$ cat config.mk
export PLATFORM = sky130hd
export DESIGN_NAME = word_to_byte_flat
export DESIGN_NICKNAME = d
export VERILOG_FILES = /design/src/rtl/word_to_byte_if.sv /design/src/rtl/word_to_byte.sv /design/src/flat_wrapper.sv
export SDC_FILE = /design/constraint.sdc
export NUM_CORES = 1
export LEC_CHECK = 0
export CAP_MARGIN = 40
export CORE_MARGIN = 3
export CORE_UTILIZATION = 45
export CTS_CLUSTER_SIZE = 20
export DETAILED_ROUTE_END_ITERATION = 7
export PLACE_DENSITY = 0.67
export SKIP_LAST_GASP = 1
export SLEW_MARGIN = 20
export SYNTH_ARGS = -nofsm -noshare
export SYNTH_HDL_FRONTEND = slang
export SYNTH_SLANG_ARGS = --single-unit
$ cat constraint.sdc
create_clock -name clk_8f -period 6.35 [get_ports clk_8f]
set_clock_uncertainty 0.15 [all_clocks]
set_input_delay 0.635 -clock clk_8f [delete_from_list [all_inputs] [get_ports clk_8f]]
set_output_delay 0.635 -clock clk_8f [all_outputs]
set_load 0.1 [all_outputs]
$ cat src/rtl/word_to_byte_if.sv
// Word-in / byte-out bundle for the word_to_byte serializer.
// The slave modport is the serializer; the master modport is its environment.
interface word_to_byte_if;
    logic [31:0] data_in;
    logic        valid_in;
    logic        ready_out;
    logic [7:0]  data_out;
    logic        valid_out;
    logic        k_out;

    modport master (
        output data_in, valid_in,
        input  ready_out, data_out, valid_out, k_out
    );

    modport slave (
        input  data_in, valid_in,
        output ready_out, data_out, valid_out, k_out
    );
endinterface

$ cat src/rtl/word_to_byte.sv
// Serializes 32-bit words into bytes through a 2-entry FIFO; emits COM_SYM
// as a K symbol whenever no data byte is available.
module word_to_byte #(
    parameter logic [7:0] COM_SYM   = 8'hBC,
    parameter bit         MSB_FIRST = 1'b1
) (
    input  logic            clk_8f,
    input  logic            reset,
    word_to_byte_if.slave   bus
);

    typedef enum logic {IDLE, SEND} state_e;

    state_e      state_q, state_d;
    logic [1:0]  idx_q, idx_d;
    logic [1:0]  count_q, count_d;
    logic        wr_ptr_q, wr_ptr_d;
    logic        rd_ptr_q, rd_ptr_d;
    logic [31:0] mem_q [2];
    logic [31:0] mem_d [2];
    logic [31:0] word_q, word_d;
    logic [7:0]  data_out_q, data_out_d;
    logic        valid_out_q, valid_out_d;
    logic        k_out_q, k_out_d;

    logic        push;
    logic        pop;
    logic [31:0] head;

    // Byte i in transmit order, i = 0 being the first byte on the wire.
    function automatic logic [7:0] pick_byte(input logic [31:0] w, input logic [1:0] i);
        logic [1:0] pos;
        pos = MSB_FIRST ? (2'd3 - i) : i;
        case (pos)
            2'd0:    pick_byte = w[7:0];
            2'd1:    pick_byte = w[15:8];
            2'd2:    pick_byte = w[23:16];
            default: pick_byte = w[31:24];
        endcase
    endfunction

    assign bus.ready_out = (count_q < 2'd2);
    assign bus.data_out  = data_out_q;
    assign bus.valid_out = valid_out_q;
    assign bus.k_out     = k_out_q;

    assign push = bus.valid_in && bus.ready_out;
    assign head = mem_q[rd_ptr_q];

    // Serializer: pop the head word when idle or when the last byte is leaving.
    always_comb begin
        // NOTE: combinational blocks use blocking '=' and assign every output a
        // default first, so no path can leave a signal unassigned and infer a latch.
        state_d     = state_q;
        idx_d       = idx_q;
        word_d      = word_q;
        data_out_d  = COM_SYM;
        valid_out_d = 1'b0;
        k_out_d     = 1'b1;
        pop         = 1'b0;

        unique case (state_q)
            IDLE: begin
                if (count_q != 2'd0) begin
                    pop         = 1'b1;
                    word_d      = head;
                    idx_d       = 2'd0;
                    state_d     = SEND;
                    data_out_d  = pick_byte(head, 2'd0);
                    valid_out_d = 1'b1;
                    k_out_d     = 1'b0;
                end
            end
            SEND: begin
                if (idx_q != 2'd3) begin
                    idx_d       = idx_q + 2'd1;
                    data_out_d  = pick_byte(word_q, idx_q + 2'd1);
                    valid_out_d = 1'b1;
                    k_out_d     = 1'b0;
                end else if (count_q != 2'd0) begin
                    pop         = 1'b1;
                    word_d      = head;
                    idx_d       = 2'd0;
                    data_out_d  = pick_byte(head, 2'd0);
                    valid_out_d = 1'b1;
                    k_out_d     = 1'b0;
                end else begin
                    state_d = IDLE;
                    idx_d   = 2'd0;
                end
            end
            default: begin
                state_d = IDLE;
                idx_d   = 2'd0;
            end
        endcase
    end

    always_comb begin
        mem_d    = mem_q;
        wr_ptr_d = wr_ptr_q;
        rd_ptr_d = rd_ptr_q;
        count_d  = count_q;
        if (push) begin
            mem_d[wr_ptr_q] = bus.data_in;
            wr_ptr_d        = ~wr_ptr_q;
        end
        if (pop) begin
            rd_ptr_d = ~rd_ptr_q;
        end
        unique case ({push, pop})
            2'b10:   count_d = count_q + 2'd1;
            2'b01:   count_d = count_q - 2'd1;
            default: count_d = count_q;
        endcase
    end

    // NOTE: sequential blocks use non-blocking '<=' so every flop samples the
    // pre-edge values, independent of statement order.
    always_ff @(posedge clk_8f or posedge reset) begin
        if (reset) begin
            state_q     <= IDLE;
            idx_q       <= 2'd0;
            count_q     <= 2'd0;
            wr_ptr_q    <= 1'b0;
            rd_ptr_q    <= 1'b0;
            word_q      <= '0;
            data_out_q  <= COM_SYM;
            valid_out_q <= 1'b0;
            k_out_q     <= 1'b1;
        end else begin
            state_q     <= state_d;
            idx_q       <= idx_d;
            count_q     <= count_d;
            wr_ptr_q    <= wr_ptr_d;
            rd_ptr_q    <= rd_ptr_d;
            word_q      <= word_d;
            data_out_q  <= data_out_d;
            valid_out_q <= valid_out_d;
            k_out_q     <= k_out_d;
        end
    end

    // NOTE: the storage array has no reset; count_q gates every read, so stale
    // contents are never observed and the array can map to plain registers.
    always_ff @(posedge clk_8f) begin
        mem_q <= mem_d;
    end

endmodule

$ cat src/flat_wrapper.sv
// flat-port wrapper written by rule: the top's interface ports become plain ports
module word_to_byte_flat 
#(
    parameter logic [7:0] COM_SYM   = 8'hBC,
    parameter bit         MSB_FIRST = 1'b1
)
  (clk_8f, reset, bus_data_in, bus_valid_in, bus_ready_out, bus_data_out, bus_valid_out, bus_k_out);
  word_to_byte_if bus_i ();
  input  logic clk_8f;
  input  logic reset;
  input wire logic [$bits(bus_i.data_in)-1:0] bus_data_in;
  input wire logic [$bits(bus_i.valid_in)-1:0] bus_valid_in;
  output wire logic [$bits(bus_i.ready_out)-1:0] bus_ready_out;
  output wire logic [$bits(bus_i.data_out)-1:0] bus_data_out;
  output wire logic [$bits(bus_i.valid_out)-1:0] bus_valid_out;
  output wire logic [$bits(bus_i.k_out)-1:0] bus_k_out;
  assign bus_i.data_in = bus_data_in;
  assign bus_i.valid_in = bus_valid_in;
  assign bus_ready_out = bus_i.ready_out;
  assign bus_data_out = bus_i.data_out;
  assign bus_valid_out = bus_i.valid_out;
  assign bus_k_out = bus_i.k_out;
  word_to_byte #(.COM_SYM(COM_SYM), .MSB_FIRST(MSB_FIRST)) u_core (.clk_8f(clk_8f), .reset(reset), .bus(bus_i));
endmodule
# Word level (Yosys, flattened, before mapping)
# Cells that the tools add are included.
dict set report word_totals {
  inputBits 35
  regBits 112
  word_cells 60
  out_inout_bits 11
}
dict set report op_classes {
  reduce_logical 5
  n_eq_ne 7
  addsub 4
  mux 25
  bitwise_logic 5
  n_lt_le_gt_ge 4
}
# operator count
set ops {}
lappend ops {{$mux W32} 6}
lappend ops {{$bwmux W64} 1}
lappend ops {{$pmux W32 S2} 1}
lappend ops {{$demux W32 S1} 1}
lappend ops {{$pmux W8 S3} 1}
lappend ops {{$mux W8} 2}
lappend ops {{$pmux W8 S2} 1}
lappend ops {{$pmux W2 S2} 2}
lappend ops {{$pmux W1 S2} 3}
lappend ops {{$mux W1} 5}
lappend ops {{$add A2 B1 Y2 const B} 2}
lappend ops {{$eq A2 B1 Y1 const B} 2}
lappend ops {{$eq A2 B2 Y1 const B} 2}
lappend ops {{$ge A2 B2 Y1 const B} 2}
lappend ops {{$mux W2} 2}
lappend ops {{$ne A2 B2 Y1 const B} 2}
lappend ops {{$not A1 Y2} 2}
lappend ops {{$reduce_bool A2 Y1} 2}
lappend ops {{$not A1 Y1} 3}
lappend ops {{$logic_and A1 B1 Y1} 2}
lappend ops {{$logic_not A2 Y1} 1}
lappend ops {{$lt A2 B1 Y1 const B} 1}
lappend ops {{$lt A2 B2 Y1 const B} 1}
lappend ops {{$ne A2 B1 Y1 const B} 1}
lappend ops {{2 further kinds} 2}

# Longest topological paths before layout
# Gate-level depths: netlist of run 1.
dict set report logic_depth {
  depth_word 7
  depth_mapped 9
  ltp_nobuf 8
}

# Worst setup path before layout of run 1
# No wires, ideal clock.
dict set report synth_path {
  path_type {register to register}
  start {register u_core.count_q[1]}
  end {register u_core.mem_q[32] (netlist bit) (enable)}
  slack_ns 3.117
  stages_incl_launch_ff 4
  required_ns 5.779
  arrival_ns 2.661
  setup_time_ns 0.421
  n_path_buf 0
  period_less_slack_ns 3.233
  cell_sequence {dfrtp_1 > inv_1 > nand2_1 > nor2_1}
}
dict set report synth_via {
  elab_chain_cells 2
}
# item line
set synth_lines {}
lappend synth_lines {{start: declaration} word_to_byte.sv:16} ;# logic [1:0] count_q, count_d;
lappend synth_lines {{start signal: assignment} word_to_byte.sv:134} ;# count_q <= count_d;
lappend synth_lines {{$lt A2 B2 Y1} word_to_byte.sv:42} ;# assign bus.ready_out = (count_q < 2'd2);
lappend synth_lines {{named net bus_ready_out} flat_wrapper.sv:13} ;# output wire logic [$bits(bus_i.ready_out)-1:0] bus_ready_out;
lappend synth_lines {{$logic_and A1 B1 Y1} word_to_byte.sv:47} ;# assign push = bus.valid_in && bus.ready_out;
lappend synth_lines {{end signal: assignment} word_to_byte.sv:147} ;# mem_q <= mem_d;
lappend synth_lines {{end: declaration} word_to_byte.sv:19} ;# logic [31:0] mem_q [2];
# The timed path passes the listed nets, and every way through them passes these cells.
# A chain may end at the register's enable or synchronous reset.

# Worst setup path after layout of run 1
dict set report layout_path {
  start {register u_core.idx_q[0]}
  end {register u_core.count_q[1]}
}
dict set report layout_via {
  elab_chain_cells 5
  word_cells_on_any_way 7
  cone_classes {eq/ne (3); mux (3); reduce/logical (1)}
}
# item line
set layout_lines {}
lappend layout_lines {{start: declaration} word_to_byte.sv:15} ;# logic [1:0] idx_q, idx_d;
lappend layout_lines {{start signal: assignment} word_to_byte.sv:133} ;# idx_q <= idx_d;
lappend layout_lines {{$ne A2 B2 Y1 (*)} word_to_byte.sv:75} ;# if (idx_q != 2'd3) begin
lappend layout_lines {{$mux W1 (*)} word_to_byte.sv:75}
lappend layout_lines {{$pmux W1 S2 (*)} word_to_byte.sv:62} ;# unique case (state_q)
lappend layout_lines {{$eq A2 B1 Y1 / $eq A2 B2 Y1 (equally long branches)} word_to_byte.sv:111} ;# unique case ({push, pop})
lappend layout_lines {{$pmux W2 S2 / $reduce_bool A2 Y1 (equally long branches)} -}
# Every way passes the cells marked *; elsewhere a longest branch is shown, timed or not.

==> results of run 1 <==
[area by class of cell]
cell class / count / area (um2)
clock buffer: 9 / 124
clock inverter: 7 / 126
fill: 745 / 3980
inverter: 14 / 52.6
multi-input combinational: 145 / 1080
sequential: 112 / 3130
tap: 129 / 161
timing repair buffer: 61 / 678
[cell usage in the layout (no fill, tap or decap), types with 2 or more instances in the layout]
cell and count:
ha_1 6, a222oi_1 5, nand2_1 3, buf_12 2, nand3_1 5, buf_4 3, o21a_1 5, xnor2_1 5
dfstp_2 6, bufinv_16 3, nor2_1 2, a221o_1 3, edfxtp_1 64, inv_2 2, o21ai_0 32, a21boi_0 5
buf_8 11, o21ai_1 19, dfrtp_1 41, mux2i_1 40, clkbuf_8 9, a22oi_1 3, a21oi_1 3, inv_1 12
clkdlybuf4s50_1 45
[routing by layer]
layer | global-route usage [%] | up-vias | wire length (um)
met4 | 6.36 | 0 | 182
met3 | 3.29 | 13 | 250
li1 | - | 1167 | -
met2 | 23.9 | 40 | 3730
met1 | 21.0 | 1246 | 3640
met5 | 0 | - | 0
[worst max path at each step]
stage,from,end,slack (ns),depth (start not counted)
3_5_place_dp,u_core.idx_q[0]$_DFFE_PP0P_,u_core.count_q[1]$_DFFE_PP0P_,3.83,7
3_3_place_gp,u_core.count_q[1]$_DFFE_PP0P_,bus_ready_out,3.95,2
4_1_cts,u_core.idx_q[0]$_DFFE_PP0P_,u_core.count_q[1]$_DFFE_PP0P_,3.81,7
2_1_floorplan,u_core.count_q[1]$_DFFE_PP0P_,u_core.mem_q[32]$_DFFE_PP_,3.12,3
5_1_grt,u_core.idx_q[0]$_DFFE_PP0P_,u_core.count_q[1]$_DFFE_PP0P_,3.61,7
6_report,u_core.idx_q[0]$_DFFE_PP0P_,u_core.count_q[1]$_DFFE_PP0P_,3.83,7
[tightest hold or removal path, delay by kind of cell, from the launching register on]
kind	cells	cell delay, ns
compound gates	2	0.14
flops	1	0.36
[through the flow]
step	instances	total power, W
floorplan	289	0.00200
global placement	448	0.00221
detailed placement	461	0.00236
CTS	477	0.00287
global route	477	0.00301
finish	477	0.00284
[state kept, by name (all words and copies together), names as in the netlist]
signal	flops
u_core.mem_q	64
u_core.word_q	32
u_core.bus.data_out	8
u_core.count_q	2
u_core.idx_q	2
u_core.bus.k_out	1
u_core.rd_ptr_q	1
u_core.state_q	1
u_core.wr_ptr_q	1
[power by group through the flow]
stage               logic [W]  registers, W  clock network (W)
CTS                   0.00121       0.00114           0.000516
detailed placement    0.00120       0.00116                  0
global placement      0.00104       0.00118                  0
floorplan            0.000668       0.00133                  0
global route          0.00130       0.00116           0.000545
finish                0.00120       0.00114           0.000505
[cells by family after synthesis]
logic type / Yosys count
adder cells (fa/ha/maj): 6
multiplexers: 40
flip-flops: 112
AO/OA/AOI/OAI: 77
AND/OR/NAND/NOR: 17
buffers and inverters: 32
XOR/XNOR: 5
==> impl_metrics.py, run 1 <==
metrics = {
    "synth": {
        "synthDistinctLibCells": 32,
        "syn_inst": 289,
        "postSynthAreaPerCell_um2": 15.1,
        "synth_top_area_cell": "edfxtp_1",
        "synthTopCellsByCount": "edfxtp_1 (64), dfrtp_1 (42), mux2i_1 (40), o21ai_0 (32), o21ai_1 (19)",
        "synthAdderAreaFrac_pct": 1.72,
        "synth_top_family_by_area": "compound AO/OA/AOI/OAI gates",
        "yosysSeqAreaShare_pct": 71.7,
        "synthArstFlopShare_pct": 42.9,
        "synthSimpleGateAreaFrac_pct": 2.09,
        "yosysMostFrequentCell": "edfxtp_1",
        "synth.area.mux_share_pct": 9.17,
        "syn_nets": 330,
        "ys_ff_latch": 112,
        "synth.yosys.warnings": 0,
        "synth.top_cell.area_share_pct": 44.0,
        "synth.cell_area_um2": 4370,
        "ys_top_cells_by_area": "edfxtp_1 (44%), dfrtp_1 (24%), mux2i_1 (9.2%)",
        "synth_edf_count": 64,
        "synthFlopType": "edfxtp_1",
        "synth_xor_area_share_pct": 1.00,
        "synth-compound-area-share_pct": 10.6,
    },
    "run": {
        "cap_violations": 0,
    },
    "die": {
        "die_w_um": 105,
        "io_pins": 46,
        "fp-row-count": 35,
        "core_um2": 9330,
        "initial_utilization_pct": 46.8,
        "die-area_um2": 10900,
        "fp.dieH_um": 105,
    },
    "timing": {
        "min_period_ns": 2.52,
        "fin_ws_ns": 3.83,
        "holdWs_ns": 0.378,
        "fin_crit_sh_pct": 39.7,
        "fmax_mhz": 397,
        "worst_pin_slew_ns": 0.668,
        "final_max_slew_viol_count": 0,
        "rsz0062_at_grt": "no",
        "setup_viol": 0,
        "slew_headroom_pct": 55.5,
        "hold_violations": 0,
        "finalSetupTns_ns": 0,
    },
    "worst_setup_path": {
        "reg2reg_depth": 7,
        "crit_slowest_cell": "nand2b_1",
        "cp-end-kind": "flip-flop",
        "critical_path_arrival_ns": 2.66,
        "cp_max_fo": 34,
        "worst-path-buf-inv": 1,
        "rr_endpoint": "u_core.count_q[1]$_DFFE_PP0P_",
        "crit_chain": "ha_1 > nand2b_1 > nand2_4 > inv_2 > ha_1 > nor2_1 > xnor2_1",
        "crit_top_cell": "ha_1",
        "r2r-start": "u_core.idx_q[0]$_DFFE_PP0P_",
        "critPathLaunchType": "flip-flop",
        "reg2reg_slack_ns": 3.83,
        "cp_top_family": "simple AND/OR/NAND/NOR gates",
        "critPathRequiredTime_ns": 6.49,
        "max_stage_delay_ns": 0.52,
        "critical_path_class": "flip-flop to flip-flop",
    },
    "clock_tree": {
        "cts_tree": "built",
        "cts_made_buffers": 9,
        "cts.clk_slew.worst_paths_ns": 0.10,
        "cts_resized": 0,
        "cts_buffer_depth": 2,
        "post_cts_buffers": 0,
        "clock-sinks": 112,
        "clock_latency_ns": 0.36,
        "cts_hold_buffers": 0,
        "htreeDepth": 3,
        "cts-root-buf": "clkbuf_8",
    },
    "finish": {
        "nets": 384,
        "layout-drive-gt1-share_pct": 12.6,
        "final_area_um2": 5350,
        "fin_util_pct": 57.4,
        "diodes": 0,
        "area_growth_pct": 22.6,
    },
    "power": {
        "p_per_area_nw_per_um2": 531,
        "p_seq_share_pct": 40.0,
        "switching_share_pct": 38.2,
        "internal-power_w": 0.00176,
        "comb_power_share_pct": 42.2,
        "p_leak_nw": 2.08,
        "power_frac_clock_pct": 17.8,
        "p_switching_w": 0.00109,
        "irDropWorstVdd_uv": 269,
    },
    "min_path": {
        "hold_depth": 2,
        "min_path_type": "flip-flop to flip-flop",
        "holdPathEnd": "u_core.word_q[15]$_DFFE_PP0P_",
        "hold_start": "u_core.word_q[15]$_DFFE_PP0P_",
    },
    "global_routing": {
        "grt_usage_pct": 15.4,
        "antenna_found_initial": 0,
        "overflow": 0,
        "grt_pass1_wl_um": 13100,
        "grt_max_degree": 35,
        "grt_pass1_vias": 2513,
    },
    "routing": {
        "drt_first_iter_violations": 162,
        "drc": 0,
        "wl_um": 7800,
        "viasPerCell": 5.17,
        "firstDrtPassIters": 4,
        "antenna_left": 0,
        "num_vias": 2466,
        "routedWlPerCell_um": 16.4,
    },
    "placed_design": {
        "port-buffer-count": 45,
        "post-place-ws_ns": 3.83,
        "dpl-instance-area_um2": 5100,
        "hpwl_um": 5240,
        "place_congestion": 0.829,
    },
    "run_status": {
        "outcome": "finished clean",
    },
}
No activity file was read; power rests on OpenSTA's default activity.
==> inputs of run 2 (changes only) <==
- clock period: 6.35 -> 2.36 ns (I/O delays scaled with it)
==> run 2 against run 1 <==
First-iteration DRC count shrank 15%. Cell count shrank 1.7%. Setup slack lost 3.3 ns. Count of clock-buffer cells in the layout is the same. Utilization shrank 2.5 points. Power grew 150%. Register-to-register slack lost 3.3 ns. Combinational power grew 140%. Largest power group is now registers.
==> impl_metrics.py, run 2 (synthesis results as in run 1) <==
metrics = {
    "run_status": {
        "outcome": "finished clean",
    },
    "timing": {
        "rsz0062_at_grt": "no",
        "final_max_slew_viol_count": 0,
        "fmax_mhz": 549,
        "hold_violations": 0,
        "setup_viol": 0,
        "fin_ws_ns": 0.537,
        "slew_headroom_pct": 57.0,
        "finalSetupTns_ns": 0,
        "fin_crit_sh_pct": 77.3,
        "min_period_ns": 1.82,
        "worst_pin_slew_ns": 0.645,
    },
    "worst_setup_path": {
        "cp-endpoint": "u_core.word_q[8]$_DFFE_PP0P_",
        "r2r-start": "u_core.idx_q[0]$_DFFE_PP0P_",
        "critPathRequiredTime_ns": 2.50,
        "critical_path_arrival_ns": 1.96,
        "rr_endpoint": "u_core.word_q[8]$_DFFE_PP0P_",
        "critPathLaunch": "u_core.idx_q[0]$_DFFE_PP0P_",
        "cp_max_fo": 24,
        "reg2reg_depth": 4,
        "reg2reg_slack_ns": 0.54,
        "critical_path_class": "flip-flop to flip-flop",
        "cp-end-kind": "flip-flop",
        "critPathLaunchType": "flip-flop",
    },
    "global_routing": {
        "overflow": 0,
        "grt_usage_pct": 15.0,
        "grt_pass1_wl_um": 12700,
        "grt_max_degree": 34,
        "antenna_found_initial": 0,
        "grt_pass1_vias": 2506,
    },
    "finish": {
        "layout_commonest_cell": "edfxtp_1",
        "largest_register_ffs": 64,
        "diodes": 0,
        "max_flop_register": "u_core.mem_q",
        "layout-drive-gt1-share_pct": 13.8,
        "layout_common_cells": "edfxtp_1 (64), dfrtp_1 (41), mux2i_1 (40)",
        "nets": 376,
        "final_area_um2": 5120,
        "fin_util_pct": 54.8,
        "fillers": 777,
        "area_growth_pct": 17.2,
    },
    "routing": {
        "firstDrtPassIters": 5,
        "routedWlPerCell_um": 16.6,
        "viasPerCell": 5.15,
        "antenna_left": 0,
        "drc": 0,
        "wl_um": 7770,
        "num_vias": 2415,
        "drt_first_iter_violations": 137,
    },
    "clock_tree": {
        "cts_resized": 0,
        "cts_buffer_depth": 2,
        "cts-root-buf": "clkbuf_8",
        "cts_tree": "built",
        "cts_hold_buffers": 0,
        "clock_latency_ns": 0.36,
        "clock-sinks": 112,
        "htreeDepth": 3,
        "post_cts_buffers": 0,
        "cts_made_buffers": 9,
        "cts.clk_slew.worst_paths_ns": 0.10,
    },
    "die": {
        "die_w_um": 105,
        "die-area_um2": 10900,
        "core_um2": 9330,
        "initial_utilization_pct": 46.8,
        "fp.dieH_um": 105,
        "fp-row-count": 35,
        "io_pins": 46,
    },
    "placed_design": {
        "post-place-ws_ns": 0.467,
        "hpwl_um": 5350,
        "dpl-instance-area_um2": 4950,
        "place_congestion": 0.796,
        "port-buffer-count": 45,
    },
    "power": {
        "p_leak_nw": 1.98,
        "p_per_area_nw_per_um2": 1360,
        "p_total_w": 0.00698,
        "irDropWorstVdd_uv": 555,
    },
    "run": {
        "cap_violations": 0,
    },
    "min_path": {
        "min_path_type": "input pin to asynchronous set/reset pin",
    },
}
-- run 2: cell types whose count changed in the layout (fill, tap and decap cells not counted), sizes merged --
cell           delta
inv               -3
clkdlybuf4s50    -11
buf               +3
clkinvlp          +1
clkinv            +5
bufinv            -3
-- run 2: layout make-up --
class	count	area [um2]	share of cell area [%]
flip-flops and latches	112	3130	61.2
well taps	129	161	3.15
repair buffers	53	520	10.2
clock buffers	9	124	2.42
multi-input cells	145	1080	21.2
clock inverters	7	38.8	0.758
inverters	14	56.3	1.10
-- run 2: power by group --
group	internal (W)	switching, W	total, W
sequential	0.00277	0.000335	0.00310
clock	0.000374	0.000601	0.000974
combinational	0.00102	0.00188	0.00290
total	0.00416	0.00281	0.00698
-- run 2: through the flow --
| step | cells | hold WS, ns |
|---|---|---|
| global placement | 453 | 0.353 |
| CTS | 469 | 0.103 |
| detailed placement | 453 | 0.358 |
| finish | 469 | 0.0906 |
| global route | 469 | 0.138 |
| floorplan | 289 | 0.185 |
-- run 2: worst max-delay path, stage by stage, from the launching register on --
cell and delay (ns):
dfrtp_1 0.45, ha_1 0.23, and2b_1 0.61, o21ai_0 0.21, o21ai_1 0.11
-- run 2: how the worst min path moves through the flow --
stage / to / depth (start not counted)
floorplan: u_core.mem_q[0]$_DFFE_PP_ / 0
global placement: u_core.word_q[2]$_DFFE_PP0P_ / 2
detailed placement: u_core.word_q[2]$_DFFE_PP0P_ / 2
CTS: u_core.word_q[18]$_DFFE_PP0P_ / 2
global route: u_core.word_q[18]$_DFFE_PP0P_ / 2
finish: u_core.word_q[18]$_DFFE_PP0P_ / 2
-- run 2: metal layers --
metal	up-vias	global-route usage, %	wire (um)	part of all wire [%]
met5	-	0	0	0
met4	0	5.13	107	1.4
met3	8	3.10	267	3.4
met2	49	25.1	3980	51
met1	1205	19.3	3420	44
li1	1153	-	-	-
==> inputs of run 3 (changes only) <==
- PLACE_DENSITY: 0.67 -> 0.69
- clock period: 2.36 -> 1.6 ns (I/O delays scaled with it)
==> run 3 against run 2 <==
The run now ends with negative setup slack left. Final area up 9.7%. Die area did not move. Largest cell class unchanged. Non-clock buffer count increased by 23.
==> impl_metrics.py, run 3 (synthesis results as in run 1) <==
metrics = {
    "run_status": {
        "outcome": "finished with violations",
        "violations": "negative setup slack",
    },
    "worst_setup_path": {
        "reg2reg_slack_ns": -0.19,
        "critPathLaunchType": "flip-flop",
        "rr_endpoint": "u_core.count_q[1]$_DFFE_PP0P_",
        "cp_max_fo": 4,
        "r2r-start": "u_core.idx_q[0]$_DFFE_PP0P_",
        "cp-end-kind": "flip-flop",
        "reg2reg_depth": 8,
        "critical_path_arrival_ns": 1.91,
        "critical_path_class": "flip-flop to flip-flop",
        "critPathRequiredTime_ns": 1.72,
    },
    "timing": {
        "slew_headroom_pct": 64.9,
        "setup_viol": 39,
        "worst_pin_slew_ns": 0.527,
        "hold_violations": 0,
        "fin_ws_ns": -0.192,
        "fin_crit_sh_pct": 112,
        "min_period_ns": 1.79,
        "final_max_slew_viol_count": 0,
        "rsz0062_at_grt": "yes",
        "fmax_mhz": 558,
    },
    "finish": {
        "diodes": 0,
        "area_growth_pct": 28.6,
        "layout_commonest_cell": "edfxtp_1",
        "fin_util_pct": 60.2,
        "layout-drive-gt1-share_pct": 22.5,
        "layout_common_cells": "edfxtp_1 (64), mux2i_1 (40), dfrtp_1 (39)",
        "nets": 400,
        "largest_register_ffs": 64,
        "max_flop_register": "u_core.mem_q",
    },
    "die": {
        "fp.dieH_um": 105,
        "die_w_um": 105,
        "core_um2": 9330,
        "io_pins": 46,
        "die-area_um2": 10900,
        "initial_utilization_pct": 46.8,
        "fp-row-count": 35,
    },
    "min_path": {
        "hold_depth": 1,
        "holdPathEnd": "u_core.mem_q[39]$_DFFE_PP_",
        "min_path_type": "input pin to flip-flop",
        "hold_start": "bus_data_in[7]",
    },
    "clock_tree": {
        "cts_made_buffers": 9,
        "cts_tree": "built",
        "htreeDepth": 3,
        "cts.clk_slew.worst_paths_ns": 0.10,
        "clock-sinks": 112,
        "cts_buffer_depth": 2,
        "cts-root-buf": "clkbuf_8",
        "clock_latency_ns": 0.37,
    },
    "power": {
        "irDropWorstVdd_uv": 1170,
        "p_leak_nw": 2.19,
        "p_per_area_nw_per_um2": 2090,
    },
    "placed_design": {
        "port-buffer-count": 45,
        "place_congestion": 0.809,
        "hpwl_um": 5430,
        "post-place-ws_ns": -0.254,
    },
    "routing": {
        "routedWlPerCell_um": 18.0,
        "antenna_left": 0,
        "num_vias": 2591,
        "wl_um": 8860,
        "firstDrtPassIters": 5,
        "drc": 0,
        "drt_first_iter_violations": 201,
        "viasPerCell": 5.26,
    },
    "global_routing": {
        "antenna_found_initial": 0,
        "grt_pass1_wl_um": 13000,
        "grt_max_degree": 49,
        "grt_usage_pct": 15.4,
        "overflow": 0,
        "grt_pass1_vias": 2559,
    },
    "run": {
        "cap_violations": 0,
    },
}
## run 3: stage by stage
| step | power (W) | TNS, ns | std cells | cell area [um2] | hold slack [ns] |
|---|---|---|---|---|---|
| after floorplan | 0.00797 | -22.95 | 289 | 4390 | 0.109 |
| after global placement | 0.00952 | -3.56 | 465 | 5200 | 0.345 |
| after detailed placement | 0.00968 | -5.51 | 465 | 5200 | 0.352 |
| after CTS | 0.0114 | -0.707 | 485 | 5480 | 0.193 |
| after global routing | 0.0124 | -5.11 | 493 | 5610 | 0.193 |
| final | 0.0117 | -2.17 | 493 | 5610 | 0.211 |
## run 3: worst max-delay path by stage
stage | end | slack, ns | cells after the start | from
2_1_floorplan | u_core.mem_q[32]$_DFFE_PP_ | -0.36 | 3 | u_core.count_q[1]$_DFFE_PP0P_
6_report | u_core.count_q[1]$_DFFE_PP0P_ | -0.19 | 8 | u_core.idx_q[0]$_DFFE_PP0P_
3_5_place_dp | u_core.bus.data_out[4]$_DFF_PP1_ | -0.25 | 5 | u_core.idx_q[1]$_DFFE_PP0P_
4_1_cts | u_core.bus.data_out[7]$_DFF_PP1_ | -0.15 | 5 | u_core.idx_q[0]$_DFFE_PP0P_
5_1_grt | u_core.count_q[1]$_DFFE_PP0P_ | -0.26 | 8 | u_core.idx_q[0]$_DFFE_PP0P_
3_3_place_gp | u_core.bus.data_out[4]$_DFF_PP1_ | -0.24 | 5 | u_core.idx_q[1]$_DFFE_PP0P_
## run 3: cell type report
cell class / instances / area [um2]
Clock buffer: 10 / 128
Fill cell: 694 / 3710
Clock inverter: 6 / 46.3
Tap cell: 129 / 161
Multi-Input combinational cell: 146 / 1160
Sequential cell: 112 / 3140
Inverter: 14 / 56.3
Timing Repair Buffer: 76 / 925
## run 3: power by group
part           leakage (nW)  internal, W  switching (W)
registers              1.15      0.00409       0.000455
clock network        0.0845     0.000576       0.000932
logic                 0.951      0.00243        0.00325
total                  2.19      0.00710        0.00463
## run 3: repair_timing
| action | 4_1_cts | 5_1_grt |
|---|---|---|
| setup endpoints to repair | 41 | 83 |
| hold buffers | 1 | 0 |
| gates resized for setup | 15 | 12 |
| pin swaps | 6 | 5 |
| setup buffers | 4 | 3 |
| gates cloned | 0 | 5 |
| endpoints found under the hold margin | 42 | 0 |
## run 3: layer usage
layer	vias to the layer above	GRT usage [%]	wire length (um)	share of wire (%)
met5	-	0	0	0
met4	0	7.50	238	2.7
met3	17	3.04	451	5.1
met2	87	24.3	4420	50
met1	1279	20.6	3750	42
li1	1208	-	-	-
## run 3: critical path, cell delays in order (launching register included)
cell and delay, ns:
dfrtp_2 0.45, ha_1 0.26, nand2b_4 0.17, nand2_4 0.07
inv_2 0.04, ha_1 0.20, xnor2_2 0.18, nor2_2 0.06
xnor2_1 0.12
==> RTL change (flow settings as in run 3) <==
`MSB_FIRST` is set to 1'b1 in 2 places; all go to 1'b0.
--- a/src/rtl/word_to_byte.sv
+++ b/src/rtl/word_to_byte.sv
@@ -3,5 +3,5 @@
 module word_to_byte #(
     parameter logic [7:0] COM_SYM   = 8'hBC,
-    parameter bit         MSB_FIRST = 1'b1
+    parameter bit         MSB_FIRST = 1'b0
 ) (
     input  logic            clk_8f,
--- a/src/flat_wrapper.sv
+++ b/src/flat_wrapper.sv
@@ -3,5 +3,5 @@
 #(
     parameter logic [7:0] COM_SYM   = 8'hBC,
-    parameter bit         MSB_FIRST = 1'b1
+    parameter bit         MSB_FIRST = 1'b0
 )
   (clk_8f, reset, bus_data_in, bus_valid_in, bus_ready_out, bus_data_out, bus_valid_out, bus_k_out);
Behaviour: not the same (Yosys sat finds a counterexample within 4 cycles, from zero or initial values and one cycle with reset high).
==> RTL change against run 3 <==
Design area decreased by 4.2%; setup slack better by 190 ps; the flow still finishes with violations (negative setup slack); non-clock buffer count is 1 lower; total power down 2.9%; largest cell class unchanged; count of clock-buffer cells in the layout is 1 higher; sequential cell count down 4; synthesized area is 4.2% lower; wire length fell by 14%.
==> RTL change: results (changes against run 3) <==
* Failing checks: negative setup slack
* CP max stage delay at 410 ps (-40 ps)
* RD Place Congestion at 0.843 (+4.2%)
* Vias in the first global route at 2446 (-4.4%)
* Pleak at 2.08 nW (-5.2%)
* Slew @ Worst Pin at 277 ps (-251 ps)
* Placed Area at 5030 um2 (-3.3%)
* Biggest register: u_core.mem_q
* Post-synth EDFFs at 64 (unchanged)
* Final setup fails at 1 (-97%)
* First-pass iteration count of the detailed router at 4 (-1)
* CP Launch Type: flop
* Global-route wire length before repair at 11900 um (-8.7%)
* DR WL/cell at 16.8 um (-6.6%)
* Synth top cells by count: 64 x edfxtp_1, 47 x o21ai_0, 38 x dfrtp_1, 32 x mux2i_1, 8 x nand2_1
* Critical path's slowest cell: dfrtp_1
* R2R Path End: u_core.count_q[1]$_DFFE_PP0P_
* Synth warn at 0 (unchanged)
* Via count at 2453 (-5.3%)
* Final hold slack at 11.7 ps (-199 ps)
* Ys async rst share at 0.407 (-0.0212)
* R2r worst-path depth at 8 (unchanged)
* Hold Crit Class: in2async
* CP max FO at 3 (-1)
* Max VDD drop at 0.965 mV (-17%)
* Status: complete, but fails checks
* Worst EP arrival at 1740 ps (-170 ps)
* Layout cell share with drive strength beyond 1 at 0.242 (+0.0168)
* Layout Nets at 382 (-4.5%)
* Synth area leaders: edfxtp_1 46%, dfrtp_1 23%, mux2i_1 7.7%, o21ai_0 5.6%, dfstp_2 3.8%
* Placed Cells incl. Taps at 430 (-7.5%)
* CTS Buf Count at 9 (unchanged)
* Drt first-iter violations at 108 (-46%)
* Yosys cell types at 34 (+6.3%)
* Pre-CTS setup slack at -61.1 ps (+192 ps)
* HPWL Detailed at 5120 um (-5.7%)
* Largest net degree at the start of global routing at 45 (-8.2%)
* Fillcell total at 685 (-1.3%)
* Reg-to-reg startpoint: u_core.idx_q[1]$_DFFE_PP0P_
* Sequential element share of the synthesized area at 0.724 (+0.00759)
* Final worst slack at -2.99 ps (+189 ps)
* Synth Flop Type: edfxtp_1
* Mapped Cells at 273 (-5.5%)
* Syn nets at 313 (-5.2%)
* Total track usage at 0.152 (-0.00248)
* Layout Cells excl Fill at 455 (-7.7%)
[RTL change: metrics by stage]
step	power (mW)	util	TNS [ps]
final	11.4	0.605	-2.99
after global routing	12.0	0.605	-1750
after CTS	10.9	0.590	0
after detailed placement	9.39	0.566	-569
after global placement	9.28	0.566	-12.8
after floorplan	7.68	-	-23840
[RTL change: worst max path at each step]
stage          slack, ps                          endpoint  cells past startpoint
2_1_floorplan       -380        u_core.mem_q[32]$_DFFE_PP_                      3
3_3_place_gp         -10     u_core.count_q[1]$_DFFE_PP0P_                      8
3_5_place_dp         -60     u_core.word_q[28]$_DFFE_PP0P_                      6
4_1_cts              0.8     u_core.word_q[28]$_DFFE_PP0P_                      7
5_1_grt              -70  u_core.bus.data_out[7]$_DFF_PP1_                      5
6_report              -3     u_core.count_q[1]$_DFFE_PP0P_                      8
[RTL change: kinds of logic after synthesis]
logic type / share of synthesized area
xor gates and xnor gates: 0.0105
adders and majority gates: 0.0150
AOI/OAI and AO/OA: 0.105
DFF: 0.724
muxes: 0.0766
buffers and inverters: 0.0338
and+or+nand+nor: 0.0350
[RTL change: final cells by class]
cell class	count	share of cell area
Sequential cell	108	0.564
Multi-Input combinational cell	141	0.201
Timing Repair Buffer	75	0.174
Tap cell	108	0.0251
Clock buffer	11	0.0244
Inverter	7	0.00605
Clock inverter	5	0.00535
[RTL change: critical path, delay by kind of cell, from the launching register on]
kind / cells / cell delay, ps
xor gates and xnor gates: 2 / 230
and+or+nand+nor: 3 / 340
adders and majority gates: 2 / 350
buffers and inverters: 1 / 40
DFF: 1 / 410
[RTL change: routing by layer]
metal / vias up / part of all wire / global-route usage
li1: 1158 / - / -
met1: 1225 / 0.44 / 0.202
met2: 57 / 0.51 / 0.243
met3: 13 / 0.042 / 0.0410
met4: 0 / 0.016 / 0.0535
met5: - / 0 / 0
[RTL change: repair_timing]
item                       in CTS  in global routing
resized for setup               3                 36
buffers inserted                3                  5
setup endpoints to repair      26                 76
cloned                          0                  2
pin swaps                       1                  3
hold endpoints to repair        0                  0
[RTL change: report_power, final]
| part | internal, mW | switching (mW) |
|---|---|---|
| sequential | 3.94 | 0.502 |
| clock | 0.557 | 0.840 |
| combinational | 2.51 | 3.05 |
| total | 7.00 | 4.39 |
